## config.mk

```make
export PLATFORM = sky130hd
export DESIGN_NAME = qspi_slave_wb_bridge
export DESIGN_NICKNAME = d
export VERILOG_FILES = /design/src/rtl/qspi_slave_wb_bridge.sv
export SDC_FILE = /design/constraint.sdc
export NUM_CORES = 1
export LEC_CHECK = 0
export BUFFER_PORTS_ARGS = -buffer_cell sky130_fd_sc_hd__buf_4
export CAP_MARGIN = 5
export CORE_MARGIN = 2
export CORE_UTILIZATION = 49
export CTS_CLUSTER_DIAMETER = 30
export DETAILED_ROUTE_END_ITERATION = 7
export PLACE_DENSITY = 0.77
export SETUP_SLACK_MARGIN = 0.15
export SLEW_MARGIN = 20
export SYNTH_ARGS = -nofsm -noshare
export SYNTH_HDL_FRONTEND = slang
export SYNTH_SLANG_ARGS = --single-unit
```

## constraint.sdc

```tcl
create_clock -name sys_clk -period 2.93 [get_ports sys_clk]
set_input_delay 0 -clock sys_clk [delete_from_list [all_inputs] [get_ports sys_clk]]
set_output_delay 0 -clock sys_clk [all_outputs]
set_load 0.005 [all_outputs]
```

## src/rtl/qspi_slave_wb_bridge.sv

```systemverilog
// SPI/QSPI (mode 0) slave that turns serial command frames into single 32-bit Wishbone transfers.
// Optional build macro QSPI_QUAD_EN adds quad write (8'h32) and quad read (8'h6B) opcodes.
module qspi_slave_wb_bridge #(
    parameter int unsigned SYNC_STAGES = 2,
    parameter logic [7:0]  WR_CMD      = 8'h02,
    parameter logic [7:0]  RD_CMD      = 8'h0B,
    parameter int unsigned DUMMY_CYC   = 8
) (
    input  logic        sys_clk,
    input  logic        rst_n,
    input  logic        sclk,
    input  logic        ssn,
    input  logic [3:0]  sdin,
    output logic [3:0]  sdout,
    output logic        sdout_oen,
    output logic [2:0]  spi_if_st,
    output logic        sck_toggle,
    output logic [5:0]  bitcnt,
    output logic        inst_trg,
    output logic        addr_trg,
    output logic        spi_st_trans,
    output logic        spi_trig,
    output logic        wbm_cyc_o,
    output logic        wbm_stb_o,
    output logic [31:0] wbm_adr_o,
    output logic        wbm_we_o,
    output logic [31:0] wbm_dat_o,
    output logic [3:0]  wbm_sel_o,
    input  logic [31:0] wbm_dat_i,
    input  logic        wbm_ack_i,
    input  logic        wbm_err_i
);
    localparam int unsigned DW = 32;
    localparam int unsigned CW = 6;
    localparam logic [7:0] QWR_CMD = 8'h32;
    localparam logic [7:0] QRD_CMD = 8'h6B;
`ifdef QSPI_QUAD_EN
    localparam logic QUAD_OK = 1'b1;
`else
    localparam logic QUAD_OK = 1'b0;
`endif

    typedef enum logic [2:0] {
        S_IDLE   = 3'd0,
        S_CMD    = 3'd1,
        S_ADDR   = 3'd2,
        S_DUMMY  = 3'd3,
        S_WDATA  = 3'd4,
        S_RDATA  = 3'd5,
        S_IGNORE = 3'd6
    } st_t;

    st_t                         state, state_d;
    logic [SYNC_STAGES-1:0]      sclk_sync, ssn_sync;
    logic [SYNC_STAGES-1:0][3:0] sdin_sync;
    logic                        sclk_d, ssn_d;
    logic [DW-1:0]               sh, addr_q, tx, rd_data;
    logic                        is_rd, quad;
    logic                        pend, pend_we;
    logic [DW-1:0]               pend_adr, pend_dat;

    logic          sclk_s, ssn_s, sclk_rise, sclk_fall, ssn_rise, ssn_fall;
    logic [3:0]    sdin_s;
    logic [DW-1:0] sh_in, tx_next;
    logic [7:0]    opcode;
    logic [CW-1:0] data_last;

    assign sclk_s    = sclk_sync[SYNC_STAGES-1];
    assign ssn_s     = ssn_sync[SYNC_STAGES-1];
    assign sdin_s    = sdin_sync[SYNC_STAGES-1];
    assign sclk_rise = sclk_s & ~sclk_d;
    assign sclk_fall = ~sclk_s & sclk_d;
    assign ssn_rise  = ssn_s & ~ssn_d;
    assign ssn_fall  = ~ssn_s & ssn_d;

    // Shift paths: one bit on sdin[0] or one nibble on sdin[3:0], MSB first.
    assign sh_in     = quad ? {sh[DW-5:0], sdin_s} : {sh[DW-2:0], sdin_s[0]};
    assign tx_next   = quad ? {tx[DW-5:0], 4'h0} : {tx[DW-2:0], 1'b0};
    assign opcode    = {sh[6:0], sdin_s[0]};
    assign data_last = quad ? CW'(7) : CW'(31);

    assign spi_if_st = state;
    assign wbm_sel_o = 4'hF;

    function automatic logic [3:0] out_lanes(input logic [DW-1:0] v, input logic q);
        return q ? v[DW-1:DW-4] : {2'b00, v[DW-1], 1'b0};
    endfunction

    // Pad synchronizers and edge-detect history; ssn idles high so reset cannot fake a frame start.
    always_ff @(posedge sys_clk or negedge rst_n) begin
        if (!rst_n) begin
            sclk_sync <= '0;
            ssn_sync  <= '1;
            sdin_sync <= '0;
            sclk_d    <= 1'b0;
            ssn_d     <= 1'b1;
        end else begin
            sclk_sync <= {sclk_sync[SYNC_STAGES-2:0], sclk};
            ssn_sync  <= {ssn_sync[SYNC_STAGES-2:0], ssn};
            sdin_sync <= {sdin_sync[SYNC_STAGES-2:0], sdin};
            sclk_d    <= sclk_s;
            ssn_d     <= ssn_s;
        end
    end

    always_ff @(posedge sys_clk or negedge rst_n) begin
        if (!rst_n) begin
            state        <= S_IDLE;
            state_d      <= S_IDLE;
            bitcnt       <= '0;
            sh           <= '0;
            addr_q       <= '0;
            tx           <= '0;
            rd_data      <= '0;
            is_rd        <= 1'b0;
            quad         <= 1'b0;
            sdout        <= '0;
            sdout_oen    <= 1'b1;
            sck_toggle   <= 1'b0;
            inst_trg     <= 1'b0;
            addr_trg     <= 1'b0;
            spi_trig     <= 1'b0;
            spi_st_trans <= 1'b0;
            pend         <= 1'b0;
            pend_we      <= 1'b0;
            pend_adr     <= '0;
            pend_dat     <= '0;
            wbm_cyc_o    <= 1'b0;
            wbm_stb_o    <= 1'b0;
            wbm_we_o     <= 1'b0;
            wbm_adr_o    <= '0;
            wbm_dat_o    <= '0;
        end else begin
            inst_trg     <= 1'b0;
            addr_trg     <= 1'b0;
            spi_trig     <= 1'b0;
            state_d      <= state;
            spi_st_trans <= (state != state_d);
            if (sclk_rise)
                sck_toggle <= ~sck_toggle;

            // Wishbone side: one transfer in flight, a queued request launches once the bus is free.
            if (wbm_cyc_o) begin
                if (wbm_ack_i || wbm_err_i) begin
                    wbm_cyc_o <= 1'b0;
                    wbm_stb_o <= 1'b0;
                    if (!wbm_we_o)
                        rd_data <= wbm_err_i ? '1 : wbm_dat_i;
                end
            end else if (pend) begin
                wbm_cyc_o <= 1'b1;
                wbm_stb_o <= 1'b1;
                wbm_we_o  <= pend_we;
                wbm_adr_o <= pend_adr;
                wbm_dat_o <= pend_dat;
                pend      <= 1'b0;
            end

            if (ssn_rise) begin
                state     <= S_IDLE;
                bitcnt    <= '0;
                sdout_oen <= 1'b1;
                sdout     <= '0;
            end else begin
                unique case (state)
                    S_IDLE: if (ssn_fall) begin
                        state    <= S_CMD;
                        bitcnt   <= '0;
                        sh       <= '0;
                        quad     <= 1'b0;
                        spi_trig <= 1'b1;
                    end
                    S_CMD: if (sclk_rise) begin
                        sh     <= sh_in;
                        bitcnt <= bitcnt + CW'(1);
                        if (bitcnt == CW'(7)) begin
                            inst_trg <= 1'b1;
                            bitcnt   <= '0;
                            if (opcode == WR_CMD || opcode == RD_CMD) begin
                                state <= S_ADDR;
                                is_rd <= (opcode == RD_CMD);
                            end else if (QUAD_OK && (opcode == QWR_CMD || opcode == QRD_CMD)) begin
                                state <= S_ADDR;
                                quad  <= 1'b1;
                                is_rd <= (opcode == QRD_CMD);
                            end else begin
                                state <= S_IGNORE;
                            end
                        end
                    end
                    S_ADDR: if (sclk_rise) begin
                        sh     <= sh_in;
                        bitcnt <= bitcnt + CW'(1);
                        if (bitcnt == data_last) begin
                            addr_trg <= 1'b1;
                            bitcnt   <= '0;
                            addr_q   <= sh_in;
                            if (is_rd) begin
                                state    <= S_DUMMY;
                                pend     <= 1'b1;
                                pend_we  <= 1'b0;
                                pend_adr <= sh_in;
                            end else begin
                                state <= S_WDATA;
                            end
                        end
                    end
                    // After the last dummy rise, the next fall drives the first read bit.
                    S_DUMMY: begin
                        if (bitcnt == CW'(DUMMY_CYC)) begin
                            if (sclk_fall) begin
                                state     <= S_RDATA;
                                bitcnt    <= '0;
                                sdout_oen <= 1'b0;
                                tx        <= rd_data;
                                sdout     <= out_lanes(rd_data, quad);
                            end
                        end else if (sclk_rise) begin
                            bitcnt <= bitcnt + CW'(1);
                        end
                    end
                    S_WDATA: if (sclk_rise) begin
                        sh     <= sh_in;
                        bitcnt <= bitcnt + CW'(1);
                        if (bitcnt == data_last) begin
                            state    <= S_IGNORE;
                            bitcnt   <= '0;
                            pend     <= 1'b1;
                            pend_we  <= 1'b1;
                            pend_adr <= addr_q;
                            pend_dat <= sh_in;
                        end
                    end
                    S_RDATA: if (sclk_fall) begin
                        if (bitcnt == data_last) begin
                            state     <= S_IGNORE;
                            bitcnt    <= '0;
                            sdout_oen <= 1'b1;
                            sdout     <= '0;
                        end else begin
                            bitcnt <= bitcnt + CW'(1);
                            tx     <= tx_next;
                            sdout  <= out_lanes(tx_next, quad);
                        end
                    end
                    default: ;
                endcase
            end
        end
    end
endmodule

```

==> metrics.md, run 1 <==
| Metric | Value |
|---|---|
| Power density over the cells | about 800 nW/um2 |
| Global-route wire length before repair | 43580 um |
| DRC errors left | 0 |
| Seq cells post-synth | 287 |
| Relative slew slack | 0.3809 |
| Port Buffers | around 120 |
| Slowest cell on crit path | buf_4 |
| CP Class | flip-flop to flip-flop |
| Delay-heaviest family, CP | simple AND/OR/NAND/NOR gates |
| Max-slew violations | 0 |
| Setup TNS | 0 ns |
| Row cnt | 57 |
| Arr. time, crit path | 2.94 ns |
| Initial Util | 0.4999 |
| Worst-path clk slew | 0.05 ns |
| # clock sinks | 287 |
| Clock Skews | about 0.02 ns |
| Top cell type's share of synthesized area | 0.5808 |
| Unrepaired setup endpoints after global routing | false |
| Tightest Pin Transition | 0.9287 ns |
| Diodes inserted | 0 |
| Antenna viol nets, final | 0 |
| Final Cycle Share | 0.8621 |
| Max Fclk | just under 400 MHz |
| Sequential fraction of the synthesis area | 0.5894 |
| Die ar. | 26160 um2 |
| Netlist cell types | 62 |
| Ranking of synthesized cells by area | dfrtp_1 (58%), mux2_2 (17%), mux2i_1 (4.8%) |
| Crit end category | flip-flop |
| Number of flops mapped to enable cells by yosys | 0 |
| Status | completed |
| Fin nets | 1241 |
| R2R setup slack | approximately 0.40 ns |
| Final setup viols | 0 |
| HPWL Detailed | roughly 14000 um |
| P_int | between 9 and 10 mW |
| P&R area growth vs syn | 31.06% |
| Sequential share of power | 0.357 |
| Critical Path Max Stage Delay | approximately 0.52 ns |
| Total number of vias | 8210 |
| CP startpoint kind | flip-flop |
| Logic gate share of total power | 0.151 |
| Min Tclk post-route | 2.526 ns |
| Vias per std cell | 5.259 |
| Critical Path RT | 3.35 ns |
| Inst Count DP | roughly 1400 |
| Crit path cell chain | ha_1, nand4b_1, nor4_4, buf_4, mux2_2 |
| Sw Pwr | 3.332 mW |
| Share of cells above drive strength 1 | 0.3549 |
| CTS Buffer Depth | 3 |
| Avg Inst Size Synth | 12.27 um2 |
| Vias in the first global route | 8729 |
| Clock Latency Late Sink | 0.55 ns |
| Num CTS Buffers | 55 |
| Final Hold Fails | 0 |
| # Post-CTS Setup Buffers | 0 |
| Gr ovfl total | 0 |
| Post-Synthesis Cells | 994 |
| Number of buffer and inverter stages on the critical path | 1 |
| Max Cap Viol | 0 |
| DP Worst Slack | 0.2986 ns |
| Pre-Repair DR Iteration Count | 4 |
| Root buffer cell | clkbuf_16 |
| Ys Warns | 0 |
| Die Span X | 161.7 um |
| Tot GR Track Use | 0.2035 |
| DR WL/cell | 16.65 um |
| Detailed Route Iter0 Violations | 501 |
| Final WS setup | 0.4041 ns |
| Syn Std Cell Area | 12190 um2 |
| CTS tree | built |
| Crit-path max FO | 33 |
| Core area | 24390 um2 |
| Post-route insts no fill | 1561 |
| Static leakage | 7.562 nW |
| Hold Path Class | primary input to flip-flop |
| WL final | 25990 um |
| I/O pins | between 100 and 150 |
| Switching portion of total power | 0.2593 |
| H-tree depth | 2 |
| Placer Congestion | 0.8507 |
| Die Ht | 161.7 um |
| Initial antenna violation count | 0 |
| Ys async rst share | 1.000 |
| Leading area contributor after synthesis | dfrtp_1 |
| Max VDD drop | ~0.00057 V |
| Pin count of the biggest net entering global routing | 110 |
| Clock Power Share | 0.492 |
| Top FF cell, synth | dfrtp_1 |
==> path summary, 6_finish.rpt <==
path,endpoint,startpoint,cells after the start
worst max-delay path,addr_q[18],bitcnt[1],5
worst min-delay path,sdin_sync[0],sdin[0],2
worst max register to register,addr_q[18],bitcnt[1],5
worst min register to register,sclk_sync[1],sclk_sync[0],0
max in group asynchronous,pend_dat[5],rst_n,3
min in group asynchronous,wbm_dat_o[28],rst_n,2
==> final cells by class <==
| class | instances | area (um2) |
|---|---|---|
| Multi-Input combinational cell | 603 | 4596 |
| Timing Repair Buffer | 206 | 1742 |
| Tap cell | 324 | 405.4 |
| Clock buffer | 71 | 1516 |
| Clock inverter | 28 | 376.6 |
| Inverter | 42 | 157.7 |
| Fill cell | 1765 | 8411 |
| Sequential cell | 287 | 7187 |
==> synth_stat cells, types with 2 or more instances <==
cell	count
a211oi_1	2
a21oi_1	46
a221o_1	2
a221oi_1	3
a22o_1	2
a31oi_1	5
and3_1	3
and3b_1	2
and4_1	3
buf_1	3
buf_2	25
buf_4	9
clkbuf_1	31
conb_1	2
dfrtp_1	283
dfstp_2	4
ha_1	4
inv_1	42
mux2_2	188
mux2i_1	58
nand2_1	85
nand2b_1	6
nand3_1	5
nand3b_1	2
nand4_1	3
nor2_1	87
nor2b_1	3
nor3_1	4
nor3b_1	2
o21ai_0	11
o21ai_1	32
o22ai_1	2
xnor2_1	4
xor2_1	3
==> registers in the layout (all words and copies together), names as in the netlist, 2 cells and up <==
register   flops
rd_data       32
bitcnt         6
tx            31
sclk_sync      2
wbm_adr_o     32
spi_if_st      3
ssn_sync       2
sh            31
state_d        3
addr_q        32
pend_adr      32
wbm_dat_o     32
pend_dat      32
==> through the flow <==
| step | total power [mW] | utilization | hold slack, ns | area [um2] |
|---|---|---|---|---|
| after CTS | 12.92 | 0.6546 | 0.09707 | 15970 |
| final | 12.85 | 0.6552 | 0.1121 | 15980 |
| after detailed placement | 6.466 | 0.5503 | 0.1114 | 13420 |
| after global placement | 6.400 | 0.5503 | 0.1096 | 13420 |
| after floorplan | 5.916 | - | -0.2956 | 12210 |
| after global routing | 13.40 | 0.6552 | 0.1026 | 15980 |
==> layout by cell type, fill, tap and decap left out, types with 8 or more instances in the layout <==
cell type / netlist / layout
buf_4: 9 / 138
nor2_1: 87 / 87
o21ai_1: 32 / 32
mux2i_1: 58 / 58
clkbuf_16: 0 / 55
mux2_2: 188 / 188
o21ai_0: 11 / 11
clkbuf_8: 0 / 8
a21oi_1: 46 / 46
inv_6: 0 / 8
clkbuf_1: 31 / 8
nand2_1: 85 / 85
inv_1: 42 / 42
dlygate4sd3_1: 0 / 65
dfrtp_1: 283 / 283
==> worst register-to-register path, cell delays in order, from the launching register on <==
cell	delay, ns
dfrtp_1	0.41
ha_1	0.25
nand4b_1	0.33
nor4_4	0.47
buf_4	0.52
mux2_2	0.41
==> routing by layer <==
layer	part of all wire	routed length (um)	GRT usage	vias up
li1	-	-	-	3834
met1	0.43	11250	0.2629	4138
met2	0.51	13150	0.3483	182
met3	0.038	976	0.03907	56
met4	0.024	612	0.06597	0
met5	0	0	0	-
==> timing repair <==
item / in CTS / in global routing
hold buffers: 65 / 0
resized for setup: 0 / 1
endpoints found under the setup margin: 0 / 15
endpoints found under the hold margin: 140 / 0
==> logic make-up after synthesis <==
kind of cell               after synthesis  share of synthesized area
DFF                                    287                     0.5894
muxes                                  246                     0.2212
and+or+nand+nor                        218                    0.08302
AOI/OAI and AO/OA                      120                    0.05736
buffers and inverters                  110                    0.03920
xor gates and xnor gates                 7                   0.005028
adders and majority gates                4                   0.004105
other                                    2                  0.0006159
==> power groups by stage <==
stage | logic (mW) | clock network, mW | registers [mW]
3_5_place_dp | 1.84 | 0 | 4.63
3_3_place_gp | 1.79 | 0 | 4.61
6_report | 1.94 | 6.33 | 4.59
5_1_grt | 2.13 | 6.64 | 4.63
2_1_floorplan | 1.37 | 0 | 4.55
4_1_cts | 1.93 | 6.42 | 4.58
No activity file was read; power rests on OpenSTA's default activity.
==> run 2: changes to the inputs <==
- RECOVER_POWER: default -> 50
- TNS_END_PERCENT: default -> 100
==> metrics.md, run 2 (synthesis gave the netlist of run 1 again) <==
| Metric | Value |
|---|---|
| Status | complete, but fails checks |
| Failing checks | max-capacitance violations, max-slew violations |
| Number of buffer and inverter stages on the critical path | 3 (+2) |
| Critical Path Max Stage Delay | 1.12 ns (+0.60 ns) |
| H-tree depth | 2 (unchanged) |
| Most frequent cells in the layout | dfrtp_1 (283), mux2_2 (188), nor2_1 (87), nand2_1 (85), clkbuf_4 (67) |
| Diodes inserted | 0 (unchanged) |
| Crit path cell chain | dlygate4sd3_1, clkbuf_1, nor2_1, nor3b_2, buf_4, nor2_1, a21oi_1 |
| Total number of vias | 8216 (+0.073%) |
| Worst-path clk slew | 0.05 ns (about the same) |
| Initial antenna violation count | 0 (unchanged) |
| Pre-Repair DR Iteration Count | 6 (+2) |
| P&R area growth vs syn | 30.62% |
| Global-route wire length before repair | 43580 um (unchanged) |
| Power density over the cells | 806.4 nW/um2 (+0.30%) |
| Max Fclk | 380.2 MHz (-4.0%) |
| Arr. time, crit path | 3.07 ns (+0.13 ns) |
| Min Tclk post-route | 2.630 ns (+0.1045 ns) |
| DR WL/cell | 16.61 um (-0.21%) |
| Footprint of the multi-input gates | 4596 um2 (unchanged) |
| Final Hold Fails | 0 (unchanged) |
| Row cnt | 57 (unchanged) |
| Inst Count DP | 1396 (unchanged) |
| Max-slew violations | 142 (+142) |
| Static leakage | 7.476 nW (-1.1%) |
| Vias per std cell | 5.263 (about the same) |
| Hold Path Class | primary input to flip-flop |
| Register area | 7187 um2 (unchanged) |
| Clock Latency Late Sink | 0.55 ns (about the same) |
| CP dominant cell by count | nor2_1 |
| CTS Buffer Depth | 3 (unchanged) |
| Pin count of the biggest net entering global routing | 110 (unchanged) |
| Gr ovfl total | 0 (unchanged) |
| Die Span X | 161.7 um (unchanged) |
| HPWL Detailed | 14350 um (unchanged) |
| Vias in the first global route | 8729 (unchanged) |
| Delay-heaviest family, CP | buffers and inverters |
| Commonest non-fill, non-tap cell in the layout | dfrtp_1 |
| Port Buffers | 121 (unchanged) |
| Post-route insts no fill | 1561 (unchanged) |
| CP Class | primary input to flip-flop |
| Setup TNS | 0 ns (unchanged) |
| # clock sinks | 287 (unchanged) |
| Hold_ws | 0.1273 ns (+0.01515 ns) |
| Detailed Route Iter0 Violations | 526 (+5.0%) |
| Core area | 24390 um2 (unchanged) |
| CP startpoint kind | primary input |
| Total chip power | 12.84 mW (about the same) |
| Final Cycle Share | 0.8977 (+0.03566) |
| Unrepaired setup endpoints after global routing | false |
| Max Cap Viol | 2 (+2) |
| DRC errors left | 0 (unchanged) |
| I/O pins | 132 (unchanged) |
| Crit-path max FO | 64 (+94%) |
| Max VDD drop | 0.0005646 V (-0.18%) |
| Die ar. | 26160 um2 (unchanged) |
| Share of cells above drive strength 1 | 0.3452 (-0.009701) |
| Num CTS Buffers | 55 (unchanged) |
| Placer Congestion | 0.8507 (unchanged) |
| Tightest Pin Transition | 2.458 ns (+1.529 ns) |
| Clock Skews | 0.01979 ns (-0.0003143 ns) |
| Antenna viol nets, final | 0 (unchanged) |
| Final setup viols | 0 (unchanged) |
| # Post-CTS Setup Buffers | 0 (unchanged) |
| Root buffer cell | clkbuf_16 |
| Tot GR Track Use | 0.2035 (unchanged) |
| Slowest cell on crit path | clkbuf_1 |
| Layout filler cell count | 1779 (+0.79%) |
| Die Ht | 161.7 um (unchanged) |
| Relative slew slack | -0.6387 (-1.020) |
| WL final | 25930 um (-0.21%) |
| CTS tree | built |
| Initial Util | 0.4999 (unchanged) |
| Fin nets | 1241 (unchanged) |
| Crit end category | flip-flop |
| Critical Path RT | 3.37 ns (+0.02 ns) |
[run 2: layout make-up]
class	count	area share
clock buffers	71	0.09522
clock inverters	28	0.02365
inverters	42	0.009899
multi-input cells	603	0.2886
flip-flops and latches	287	0.4513
well taps	324	0.02545
repair buffers	206	0.1060
[run 2: worst paths after layout]
| check | to | startpoint | cells after the start | slack (ns) |
|---|---|---|---|---|
| max in group asynchronous | pend_dat[5] | rst_n | 3 | 0.68 |
| worst max-delay path | rd_data[21] | wbm_err_i | 7 | 0.30 |
| worst min register to register | sclk_sync[1] | sclk_sync[0] | 0 | 0.34 |
| worst max register to register | addr_q[21] | bitcnt[1] | 5 | 0.41 |
| min in group asynchronous | wbm_dat_o[28] | rst_n | 2 | 0.79 |
| worst min-delay path | sdin_sync[0] | sdin[0] | 2 | 0.13 |
[run 2: layer usage]
metal / track usage / part of all wire / vias up
met4: 0.06597 / 0.024 / 0
met3: 0.03907 / 0.036 / 56
li1: - / - / 3836
met1: 0.2629 / 0.43 / 4144
met2: 0.3483 / 0.51 / 180
met5: 0 / 0 / -
[run 2: through the flow]
step	area, um2	utilization	setup slack (ns)
final	15930	0.6530	0.2997
after global routing	15930	0.6530	0.1324
after CTS	15970	0.6546	0.2820
after detailed placement	13420	0.5503	0.2986
after global placement	13420	0.5503	0.3365
after floorplan	12210	-	0.8845
[run 2: where the power goes]
| part | switching (mW) | leakage (nW) | internal (mW) |
|---|---|---|---|
| registers | 0.250 | 3.78 | 4.34 |
| clock network | 2.05 | 0.930 | 4.28 |
| logic | 1.04 | 2.76 | 0.893 |
[run 2: what timing repair did]
item	CTS	global route
endpoints found under the setup margin	0	15
endpoints found under the hold margin	140	0
gates resized for setup	0	1
hold buffers	65	0
